File: config.mk
export PLATFORM = sky130hd
export DESIGN_NAME = lut_loader
export DESIGN_NICKNAME = d
export VERILOG_FILES = /design/src/rtl/lut_loader.sv
export SDC_FILE = /design/constraint.sdc
export NUM_CORES = 1
export LEC_CHECK = 0
export CAP_MARGIN = 20
export CORE_ASPECT_RATIO = 2
export CORE_MARGIN = 2
export CORE_UTILIZATION = 50
export DETAILED_ROUTE_END_ITERATION = 7
export PLACE_DENSITY = 0.72
export REMOVE_ABC_BUFFERS = 1
export SLEW_MARGIN = 10
export SYNTH_ARGS = -nofsm -noshare
export SYNTH_HDL_FRONTEND = slang
export SYNTH_SLANG_ARGS = --single-unit
File: constraint.sdc
create_clock -name clk -period 3.1 [get_ports clk]
set_input_delay 0.775 -clock clk [delete_from_list [all_inputs] [get_ports clk]]
set_output_delay 0.775 -clock clk [all_outputs]
set_load 0.03 [all_outputs]
File: src/rtl/lut_loader.sv
// Runtime loader for a DEPTH x DW lookup table: fills a wrap-around window from a
// valid/ready stream, verifies it by XOR-checksum readback, and serves 2-cycle lookups.
module lut_loader #(
  parameter int AW = 3,
  parameter int DW = 8
) (
  input  logic          clk,
  input  logic          reset_n,
  input  logic          start,
  input  logic [AW-1:0] base_addr,
  input  logic [AW:0]   count,
  input  logic          wr_valid,
  input  logic [DW-1:0] wr_data,
  output logic          wr_ready,
  output logic          busy,
  output logic          done,
  output logic          verify_err,
  input  logic [AW-1:0] lu_addr,
  output logic [DW-1:0] lu_data
);

  localparam int DEPTH = 1 << AW;
  localparam logic [AW:0] ONE_C = (AW+1)'(1);

  typedef enum logic [2:0] {
    S_IDLE   = 3'd0,
    S_LOAD   = 3'd1,
    S_VERIFY = 3'd2,
    S_DRAIN  = 3'd3,
    S_CHECK  = 3'd4
  } state_e;

  function automatic logic [DW-1:0] csum_fold(input logic [DW-1:0] acc, input logic [DW-1:0] word);
    return acc ^ word;
  endfunction

  state_e        state_q, state_d;
  logic [AW-1:0] base_q, base_d;
  logic [AW-1:0] ptr_q, ptr_d;
  logic [AW-1:0] raddr_q, raddr_d;
  logic [AW:0]   count_q, count_d;
  logic [AW:0]   rem_q, rem_d;
  logic [DW-1:0] wr_csum_q, wr_csum_d;
  logic [DW-1:0] rd_csum_q, rd_csum_d;
  logic [DW-1:0] lu_data_q, lu_data_d;
  logic          drain_q, drain_d;
  logic          rv1_q, rv1_d;
  logic          rv2_q, rv2_d;
  logic          wr_ready_q, wr_ready_d;
  logic          busy_q, busy_d;
  logic          done_q, done_d;
  logic          verr_q, verr_d;
  logic          accept_s;

  logic [DW-1:0] mem_q [DEPTH];

  assign accept_s   = wr_valid && wr_ready_q && (state_q == S_LOAD);
  assign wr_ready   = wr_ready_q;
  assign busy       = busy_q;
  assign done       = done_q;
  assign verify_err = verr_q;
  assign lu_data    = lu_data_q;

  // Table storage: written only by accepted load words, never reset.
  always_ff @(posedge clk) begin
    if (accept_s) begin
      mem_q[ptr_q] <= wr_data;
    end
  end

  // Next-state, datapath and registered-output logic.
  always_comb begin
    state_d    = state_q;
    base_d     = base_q;
    count_d    = count_q;
    ptr_d      = ptr_q;
    rem_d      = rem_q;
    wr_csum_d  = wr_csum_q;
    verr_d     = verr_q;
    done_d     = 1'b0;
    drain_d    = 1'b0;
    // rv1/rv2 track which registered read-data samples belong to the verify pass
    rv1_d      = (state_q == S_VERIFY);
    rv2_d      = rv1_q;
    raddr_d    = (state_q == S_VERIFY) ? ptr_q : lu_addr;
    lu_data_d  = mem_q[raddr_q];
    if (rv2_q) begin
      rd_csum_d = csum_fold(rd_csum_q, lu_data_q);
    end else begin
      rd_csum_d = rd_csum_q;
    end

    case (state_q)
      S_IDLE: begin
        if (start) begin
          verr_d = 1'b0;
          if (count != '0) begin
            base_d    = base_addr;
            count_d   = count;
            ptr_d     = base_addr;
            rem_d     = count;
            wr_csum_d = '0;
            rd_csum_d = '0;
            state_d   = S_LOAD;
          end else begin
            done_d = 1'b1;
          end
        end else begin
          state_d = S_IDLE;
        end
      end
      S_LOAD: begin
        if (accept_s) begin
          wr_csum_d = csum_fold(wr_csum_q, wr_data);
          if (rem_q == ONE_C) begin
            ptr_d   = base_q;
            rem_d   = count_q;
            state_d = S_VERIFY;
          end else begin
            ptr_d = ptr_q + AW'(1);
            rem_d = rem_q - ONE_C;
          end
        end else begin
          state_d = S_LOAD;
        end
      end
      S_VERIFY: begin
        ptr_d = ptr_q + AW'(1);
        rem_d = rem_q - ONE_C;
        if (rem_q == ONE_C) begin
          state_d = S_DRAIN;
        end else begin
          state_d = S_VERIFY;
        end
      end
      S_DRAIN: begin
        if (drain_q) begin
          // rd_csum_d already holds the final readback fold at this edge
          verr_d  = (wr_csum_q != rd_csum_d);
          done_d  = 1'b1;
          state_d = S_CHECK;
        end else begin
          drain_d = 1'b1;
        end
      end
      S_CHECK: begin
        state_d = S_IDLE;
      end
      default: begin
        state_d = S_IDLE;
      end
    endcase

    wr_ready_d = (state_d == S_LOAD);
    busy_d     = (state_d != S_IDLE);
  end

  // State and output registers.
  always_ff @(posedge clk or negedge reset_n) begin
    if (!reset_n) begin
      state_q    <= S_IDLE;
      base_q     <= '0;
      count_q    <= '0;
      ptr_q      <= '0;
      rem_q      <= '0;
      raddr_q    <= '0;
      wr_csum_q  <= '0;
      rd_csum_q  <= '0;
      lu_data_q  <= '0;
      drain_q    <= 1'b0;
      rv1_q      <= 1'b0;
      rv2_q      <= 1'b0;
      wr_ready_q <= 1'b0;
      busy_q     <= 1'b0;
      done_q     <= 1'b0;
      verr_q     <= 1'b0;
    end else begin
      state_q    <= state_d;
      base_q     <= base_d;
      count_q    <= count_d;
      ptr_q      <= ptr_d;
      rem_q      <= rem_d;
      raddr_q    <= raddr_d;
      wr_csum_q  <= wr_csum_d;
      rd_csum_q  <= rd_csum_d;
      lu_data_q  <= lu_data_d;
      drain_q    <= drain_d;
      rv1_q      <= rv1_d;
      rv2_q      <= rv2_d;
      wr_ready_q <= wr_ready_d;
      busy_q     <= busy_d;
      done_q     <= done_d;
      verr_q     <= verr_d;
    end
  end

endmodule
==> results of run 1 <==
layout make-up:
| type | instances | area share, % |
|---|---|---|
| multi-input combinational | 184 | 26.1 |
| inverter | 5 | 0.317 |
| tap | 104 | 2.20 |
| clock buffer | 19 | 7.47 |
| sequential | 115 | 53.9 |
| clock inverter | 12 | 2.34 |
| timing repair buffer | 50 | 7.64 |
metal layers:
metal | track usage, % | up-vias | share of wire, %
li1 | - | 1292 | -
met1 | 24.0 | 1469 | 35
met2 | 40.0 | 97 | 58
met3 | 6.10 | 14 | 4.6
met4 | 7.18 | 0 | 2.7
met5 | 0 | - | 0
power breakdown:
group          total (mW)  switching, mW  internal [mW]
clock network        1.91          0.650           1.27
registers            2.26          0.282           1.98
logic                1.62          0.867          0.758
total                5.80           1.80           4.00
state kept, by name (all words and copies together) (netlist names):
name and cells:
ptr_q 3, done 1, rem_q 4, wr_ready 1, lu_data 8, rd_csum_q 8
count_q 4, busy 1, state_q 3, mem_q 64, raddr_q 3, wr_csum_q 8
verify_err 1, base_q 3, drain_q 1, rv1_q 1, rv2_q 1
kinds of logic after synthesis:
family                     Yosys count  share of synthesized area (%)
muxes                               37                           12.4
DFF                                115                           65.9
and+or+nand+nor                     84                           8.77
xor gates and xnor gates            24                           4.64
AOI/OAI and AO/OA                   36                           5.29
adders and majority gates            3                          0.773
buffers and inverters               20                           2.24
metrics by stage:
step	utilization [%]	cell area [um2]	total power [mW]	hold slack (ps)
3_5_place_dp	57.0	5350	3.89	335
3_3_place_gp	57.0	5350	3.83	334
6_report	63.2	5930	5.80	308
5_1_grt	63.2	5930	6.09	334
4_1_cts	63.2	5930	5.82	318
2_1_floorplan	-	4760	3.32	331
worst min path at each step:
stage                    startpoint                   end  slack (ps)  depth (start not counted)
global route                reset_n  rem_q[1]$_DFFE_PN0P_         330                          1
global placement    rv1_q$_DFF_PN0_       rv2_q$_DFF_PN0_         330                          0
finish                      reset_n  rem_q[0]$_DFFE_PN0P_         310                          1
detailed placement  rv1_q$_DFF_PN0_       rv2_q$_DFF_PN0_         330                          0
floorplan           rv1_q$_DFF_PN0_       rv2_q$_DFF_PN0_         330                          0
CTS                         reset_n  rem_q[3]$_DFFE_PN0P_         320                          1
cells in the final DEF, fill, tap and decap left out, drive strengths merged, types with 3 or more instances in the layout:
master / n
inv: 5
xor2: 17
mux4: 16
nor3b: 3
nand2: 13
bufinv: 3
a21oi: 11
mux2: 19
edfxtp: 64
a221oi: 3
o21bai: 3
buf: 18
clkinv: 7
nor2: 35
xnor2: 6
o21ai: 7
clkbuf: 19
nor3: 4
nor2b: 5
clkdlybuf4s50: 32
nand2b: 3
nand3: 11
dfrtp: 51
ha: 3
==> results.ini, run 1 <==
[sta]
timing.fmax_ghz = 0.429
period_minus_slack_ps = 2330
fin_worst_skew_ps = 8.58
max-slew-margin-rel_pct = 49.6
tns_ps = 0
finalHoldViolCount = 0
rsz0062_at_grt = false
slew_violations = 0
setup_viol = 0
finalCritPeriodShare_pct = 75.2
worst_pin_slew_ps = 756
setup_ws_ps = 768

[global_route]
grt_pass1_wl_mm = 16.4
grt_antenna_before_repair = 0
grt.overflow.total = 0
grt.total_usage_pct = 22.0
grt_pass1_vias = 3054
grt_max_degree = 33

[cts]
cts-root-buf = clkbuf_16
cts.hold.buffers_added = 0
cts_made_buffers = 17
cts_setup_buffers = 0
htreeDepth = 4
cts_tree = built
clk_path_buf_depth = 2
clkSinkCount = 115
cts_resized = 0
clk-insertion-delay-late_ps = 400
clk_pin_slew_ps = 60

[route]
first_iter_violations = 271
vias = 2872
firstDrtPassIters = 4
final_antenna_net_count = 0
drcViolationCount = 0
vias_per_cell = 5.87
wl_mm = 10.3
routedWlPerCell_um = 21.1

[power]
p_leak_nw = 2.28
p_per_area_mw_per_mm2 = 978
ir_drop_uv = 651

[worst_setup_path]
cpMaxStageDelayCell = dfrtp_1
worstSetupStartpointType = flip-flop
rr_endpoint = mem_q[2][2]$_DFFE_PP_
reg2reg_depth = 5
critPathCapture = mem_q[2][2]$_DFFE_PP_
crit_required_ps = 3220
startpoint = state_q[0]$_DFF_PN0_
rrSetupSlack_ps = 770
cp_num_buf_inv = 1
critical_path_class = flip-flop to flip-flop
arrival_ps = 2450
cp_max_fo = 10
critPathCaptureType = flip-flop
cpPeakStageDelay_ps = 550
cpLargestDelayFamily = simple AND/OR/NAND/NOR gates
cp_cell_sequence = nor2b_1, nand2b_1, or3_1, nor2_1, buf_4
worstSetupPathDepth = 5
worstReg2RegStart = state_q[0]$_DFF_PN0_

[die]
core_mm2 = 0.00938
pin_count = 34
die_h_um = 143
initial_core_util_pct = 51.7
die_area_mm2 = 0.0106
die_width_um = 73.7
rows = 50

[layout]
ff_latch_area_mm2 = 0.00320
syn_to_final_growth_pct = 22.1
fin_cells = 489
fill_cells = 686
drive_above_1_share_pct = 23.6
final_nets = 398
antenna_cells = 0
multi_input_comb_area_mm2 = 0.00155

[place]
dpl.cell_count = 458
routabilityCongestion = 0.892
preCtsSetupSlack_ps = 449
place.detailed.hpwl_mm = 7.10
port_buffers = 33

[synthesis]
synth_top_area_share_pct = 39.6
ys_ff_latch = 115
synth_common_cells = 64 x edfxtp_1, 51 x dfrtp_1, 33 x nor2_1
yosys_warnings = 0
synth_top_cell_by_area = edfxtp_1
async_flop_share_pct = 44.3
ys_seq_area_share_pct = 65.9
synth.most_common_cell = edfxtp_1
synth_area_mm2 = 0.00485
syn_inst = 319
synth_ff_type = edfxtp_1
synthTopCellsByArea = edfxtp_1 40%, dfrtp_1 26%, mux4_2 7.4%, mux2_2 3.9%, xor2_1 3.1%
avgSynthCellArea_um2 = 15.2
ys_types = 49
synth_edf_count = 64

[run]
cap_viol_max_count = 0

[status]
status = completed

[min_path]
worstHoldPathType = primary input to async pin

Note: power is estimated with default switching activity, not from simulation.
==> inputs of run 2 (changes only) <==
==> constraint.sdc (replaced) <==
create_clock -name clk -period 2.2 [get_ports clk]
set_input_delay 0.55 -clock clk [delete_from_list [all_inputs] [get_ports clk]]
set_output_delay 0.55 -clock clk [all_outputs]
set_load 0.03 [all_outputs]
==> run 2 against run 1 <==
First-iteration DRC count decreased by 30%. Sequential share of layout area decreased by 1.7 points. Critical path type is now flip-flop to output pin. Global-route usage increased by 0.11 points. Die area unchanged. Setup slack got worse by 620 ps. Non-clock buffer count increased by 19. Critical endpoint is now lu_data[7]. Count of clock-buffer cells in the layout decreased by 2. Via count decreased by 0.91%. Utilization increased by 2.0 points. Sequential cell count unchanged.
==> results.ini, run 2 (same netlist as run 1, synthesis figures left out) <==
[sta]
setup_viol = 0
finalCritPeriodShare_pct = 93.2
timing.fmax_ghz = 0.488
tns_ps = 0
rsz0062_at_grt = false
setup_ws_ps = 149
max-slew-margin-rel_pct = 66.4
worst_pin_slew_ps = 505
period_minus_slack_ps = 2050
fin_worst_skew_ps = 10.5
finalHoldViolCount = 0
slew_violations = 0

[cts]
cts_setup_buffers = 0
clk_path_buf_depth = 2
clk_pin_slew_ps = 60
cts.hold.buffers_added = 0
cts_tree = built
cts-root-buf = clkbuf_16
clk-insertion-delay-late_ps = 410
htreeDepth = 4
clkSinkCount = 115
cts_made_buffers = 17

[place]
placed_area_mm2 = 0.00550
preCtsSetupSlack_ps = -193
routabilityCongestion = 0.886
dpl.cell_count = 477
place.detailed.hpwl_mm = 7.25
port_buffers = 33

[worst_setup_path]
cpMaxStageDelayCell = clkdlybuf4s50_1
critPathCaptureType = output pin
reg2reg_depth = 7
worstSetupStartpointType = flip-flop
cpPeakStageDelay_ps = 690
rrSetupSlack_ps = 210
arrival_ps = 1500
cpLargestDelayFamily = buffers and inverters
rr_endpoint = rem_q[0]$_DFFE_PN0P_
cp_max_fo = 2
worstReg2RegStart = rem_q[1]$_DFFE_PN0P_
worstSetupPathDepth = 1
cp_num_buf_inv = 1
critical_path_class = flip-flop to output pin
crit_required_ps = 1650
cp_cell_sequence = clkdlybuf4s50_1

[die]
initial_core_util_pct = 51.7
rows = 50
die_width_um = 73.7
die_h_um = 143
core_mm2 = 0.00938
pin_count = 34
die_area_mm2 = 0.0106

[power]
sw_frac_of_total_pct = 30.5
intPower_mw = 5.85
ir_drop_uv = 906
p_leak_nw = 2.40
power.share.combinational_pct = 29.0
p_seq_share_pct = 37.2
clkPwrFrac_pct = 33.8
switchingPower_mw = 2.56
p_per_area_mw_per_mm2 = 1370

[global_route]
grt.overflow.total = 0
grt_pass1_wl_mm = 16.3
grt_max_degree = 34
grt_antenna_before_repair = 0
grt_pass1_vias = 3088
grt.total_usage_pct = 22.1

[layout]
drive_above_1_share_pct = 27.7
fin_cells = 509
final_nets = 417
regMostFlops = mem_q
syn_to_final_growth_pct = 26.1
layout_commonest_cell = edfxtp_1
largest_reg_flops = 64
final_cell_area_mm2 = 0.00612
mostFrequentLayoutCells = 64 x edfxtp_1, 51 x dfrtp_1, 35 x buf_4
postLayoutCoreUtil_pct = 65.2
antenna_cells = 0

[min_path]
worstHoldPathType = primary input to async pin

[route]
vias_per_cell = 5.59
first_iter_violations = 191
routedWlPerCell_um = 20.2
firstDrtPassIters = 4
wl_mm = 10.3
final_antenna_net_count = 0
drcViolationCount = 0
vias = 2846

[status]
status = completed

[run]
cap_viol_max_count = 0

[run 2: cell count changes in the layout (fill, tap and decap cells not counted), sizes merged]
cell | before | now
buf | 18 | 37
bufinv | 3 | 4
clkbuf | 19 | 17
clkinv | 7 | 10
clkinvlp | 2 | 1
[run 2: timing repair]
item	in CTS	in global routing
endpoints found under the setup margin	0	1
resized for setup	0	1
endpoints found under the hold margin	0	0
[run 2: area by class of cell]
type | instances | area [um2]
inverters | 5 | 18.8
multi-input cells | 184 | 1550
flip-flops and latches | 115 | 3200
fillers | 679 | 3260
repair buffers | 69 | 608
clock buffers | 17 | 425
clock inverters | 15 | 190
well taps | 104 | 130
[run 2: worst max-delay path by stage]
stage / slack, ps / endpoint / startpoint
finish: 150 / lu_data[7] / lu_data[7]$_DFF_PN0_
global placement: -160 / busy$_DFF_PN0_ / count[1]
global route: 60 / rem_q[0]$_DFFE_PN0P_ / rem_q[1]$_DFFE_PN0P_
detailed placement: -190 / busy$_DFF_PN0_ / count[1]
CTS: 120 / lu_data[7] / lu_data[7]$_DFF_PN0_
floorplan: 30 / mem_q[0][0]$_DFFE_PP_ / state_q[0]$_DFF_PN0_
[run 2: power groups by stage]
stage	Combinational, mW	Clock, mW	Sequential, mW
2_1_floorplan	1.42	0	3.25
3_3_place_gp	2.38	0	3.14
3_5_place_dp	2.42	0	3.17
4_1_cts	2.45	2.87	3.13
5_1_grt	2.66	2.96	3.19
6_report	2.44	2.84	3.13
[run 2: through the flow]
stage / total power [mW] / hold WS, ps
2_1_floorplan: 4.68 / 254
3_3_place_gp: 5.52 / 335
3_5_place_dp: 5.59 / 337
4_1_cts: 8.46 / 92.5
5_1_grt: 8.81 / 128
6_report: 8.41 / 92.4
[run 2: per-layer routing]
metal	track usage [%]	routed length, um
met5	0	0
met4	10.7	348
met3	5.33	333
met2	40.5	6050
met1	22.7	3580
==> inputs of run 3 (changes only) <==
--- a/config.mk
+++ b/config.mk
@@ -10,7 +10,7 @@
 export CORE_MARGIN = 2
 export CORE_UTILIZATION = 50
 export DETAILED_ROUTE_END_ITERATION = 7
-export PLACE_DENSITY = 0.72
+export PLACE_DENSITY = 0.69
 export REMOVE_ABC_BUFFERS = 1
 export SLEW_MARGIN = 10
 export SYNTH_ARGS = -nofsm -noshare
==> run 3 against run 2 <==
Sequential share of layout area hardly changed. Count of clock-buffer cells in the layout grew 2. Utilization barely moved. Routed wire length is 4.3% higher. Clock skew down 3.8 ps. Hold slack improved by 20 ps. Register-to-register slack lost 60 ps. First-iteration DRC count up 8.9%. Global-route usage rose by 0.57 points. Final area about the same. Total power up 0.97%. Critical endpoint unchanged. Largest power group unchanged.
==> results.ini, run 3 (same netlist as run 1, synthesis figures left out) <==
[layout]
largest_reg_flops = 64
fill_cells = 683
syn_to_final_growth_pct = 26.0
final_nets = 416
drive_above_1_share_pct = 27.0
mostFrequentLayoutCells = 64 x edfxtp_1, 51 x dfrtp_1, 34 x buf_4
layout_commonest_cell = edfxtp_1
antenna_cells = 0
regMostFlops = mem_q

[worst_setup_path]
cp_num_buf_inv = 1
crit_required_ps = 1650
cpLargestDelayFamily = buffers and inverters
cpPeakStageDelay_ps = 700
critical_path_class = flip-flop to output pin
reg2reg_depth = 8
critPathCaptureType = output pin
arrival_ps = 1520
rrSetupSlack_ps = 150
worstSetupStartpointType = flip-flop
rr_endpoint = ptr_q[0]$_DFFE_PN0P_
cp_cell_sequence = clkdlybuf4s50_1
cpMaxStageDelayCell = clkdlybuf4s50_1
cp_max_fo = 2
worstReg2RegStart = rem_q[1]$_DFFE_PN0P_

[power]
intPower_mw = 5.95
power.total_mw = 8.49
ir_drop_uv = 933
sw_frac_of_total_pct = 29.9
switchingPower_mw = 2.54
p_leak_nw = 2.40
p_seq_share_pct = 36.9
p_per_area_mw_per_mm2 = 1390
clkPwrFrac_pct = 34.2
power.share.combinational_pct = 28.9

[sta]
max-slew-margin-rel_pct = 62.1
period_minus_slack_ps = 2070
timing.fmax_ghz = 0.483
setup_viol = 0
timing.hold.ws_ps = 112
finalCritPeriodShare_pct = 94.1
worst_pin_slew_ps = 568
fin_worst_skew_ps = 6.66
tns_ps = 0
rsz0062_at_grt = false
slew_violations = 0
finalHoldViolCount = 0

[cts]
cts_setup_buffers = 0
htreeDepth = 4
clkSinkCount = 115
clk-insertion-delay-late_ps = 410
cts-root-buf = clkbuf_16
cts.hold.buffers_added = 0
cts_tree = built
cts_made_buffers = 17
clk_path_buf_depth = 2
clk_pin_slew_ps = 50
cts_resized = 0

[die]
initial_core_util_pct = 51.7
die_h_um = 143
core_mm2 = 0.00938
pin_count = 34
die_area_mm2 = 0.0106
rows = 50
die_width_um = 73.7

[route]
first_iter_violations = 208
final_antenna_net_count = 0
wl_mm = 10.8
routedWlPerCell_um = 21.2
vias = 2949
firstDrtPassIters = 4
drcViolationCount = 0
vias_per_cell = 5.81

[status]
status = completed

[place]
place.detailed.hpwl_mm = 7.20
routabilityCongestion = 0.862
port_buffers = 33

[global_route]
grt_busiest_layer = met2
grt_pass1_vias = 3148
grt.overflow.total = 0
use_met1_pct = 23.9
grt_pass1_wl_mm = 16.9
grt_antenna_before_repair = 0
grt_use_met3_pct = 5.40
grt.total_usage_pct = 22.7
grt_max_degree = 52
grt_use_met2_pct = 41.6

[min_path]
worstHoldPathType = primary input to async pin

[run]
cap_viol_max_count = 0

==> run 3: cell type report <==
| cell class | instances | area (um2) | area share [%] |
|---|---|---|---|
| Clock buffer | 19 | 433 | 7.08 |
| Clock inverter | 13 | 189 | 3.09 |
| Inverter | 5 | 18.8 | 0.307 |
| Multi-Input combinational cell | 184 | 1550 | 25.3 |
| Sequential cell | 115 | 3200 | 52.3 |
| Tap cell | 104 | 130 | 2.13 |
| Timing Repair Buffer | 68 | 601 | 9.82 |
==> run 3: metrics by stage <==
stage / utilization, % / std cells / worst slack, ps / cell area [um2]
floorplan: - / 304 / 30.0 / 4760
global placement: 58.5 / 476 / -175 / 5490
detailed placement: 58.5 / 476 / -214 / 5490
CTS: 65.2 / 508 / 101 / 6120
global route: 65.2 / 508 / 60.7 / 6120
finish: 65.2 / 508 / 130 / 6120
==> run 3: power by group through the flow <==
stage / combinational, mW / sequential, mW / clock [mW]
finish: 2.45 / 3.13 / 2.91
CTS: 2.46 / 3.13 / 2.95
global placement: 2.38 / 3.14 / 0
detailed placement: 2.43 / 3.17 / 0
floorplan: 1.42 / 3.25 / 0
global route: 2.65 / 3.19 / 3.05
==> run 3: per-layer routing <==
metal	wire (um)	up-vias	part of all wire (%)
met5	0	-	0
met4	297	0	2.8
met3	296	18	2.8
met2	6330	65	59
met1	3830	1526	36
li1	-	1340	-
==> run 3: worst max path at each step <==
stage / from / endpoint / slack, ps / cells past startpoint
after floorplan: state_q[0]$_DFF_PN0_ / mem_q[0][0]$_DFFE_PP_ / 30 / 4
after global placement: count[1] / busy$_DFF_PN0_ / -180 / 5
after detailed placement: count[1] / busy$_DFF_PN0_ / -210 / 5
after CTS: lu_data[7]$_DFF_PN0_ / lu_data[7] / 100 / 1
after global routing: rem_q[1]$_DFFE_PN0P_ / ptr_q[1]$_DFFE_PN0P_ / 60 / 7
final: lu_data[7]$_DFF_PN0_ / lu_data[7] / 130 / 1
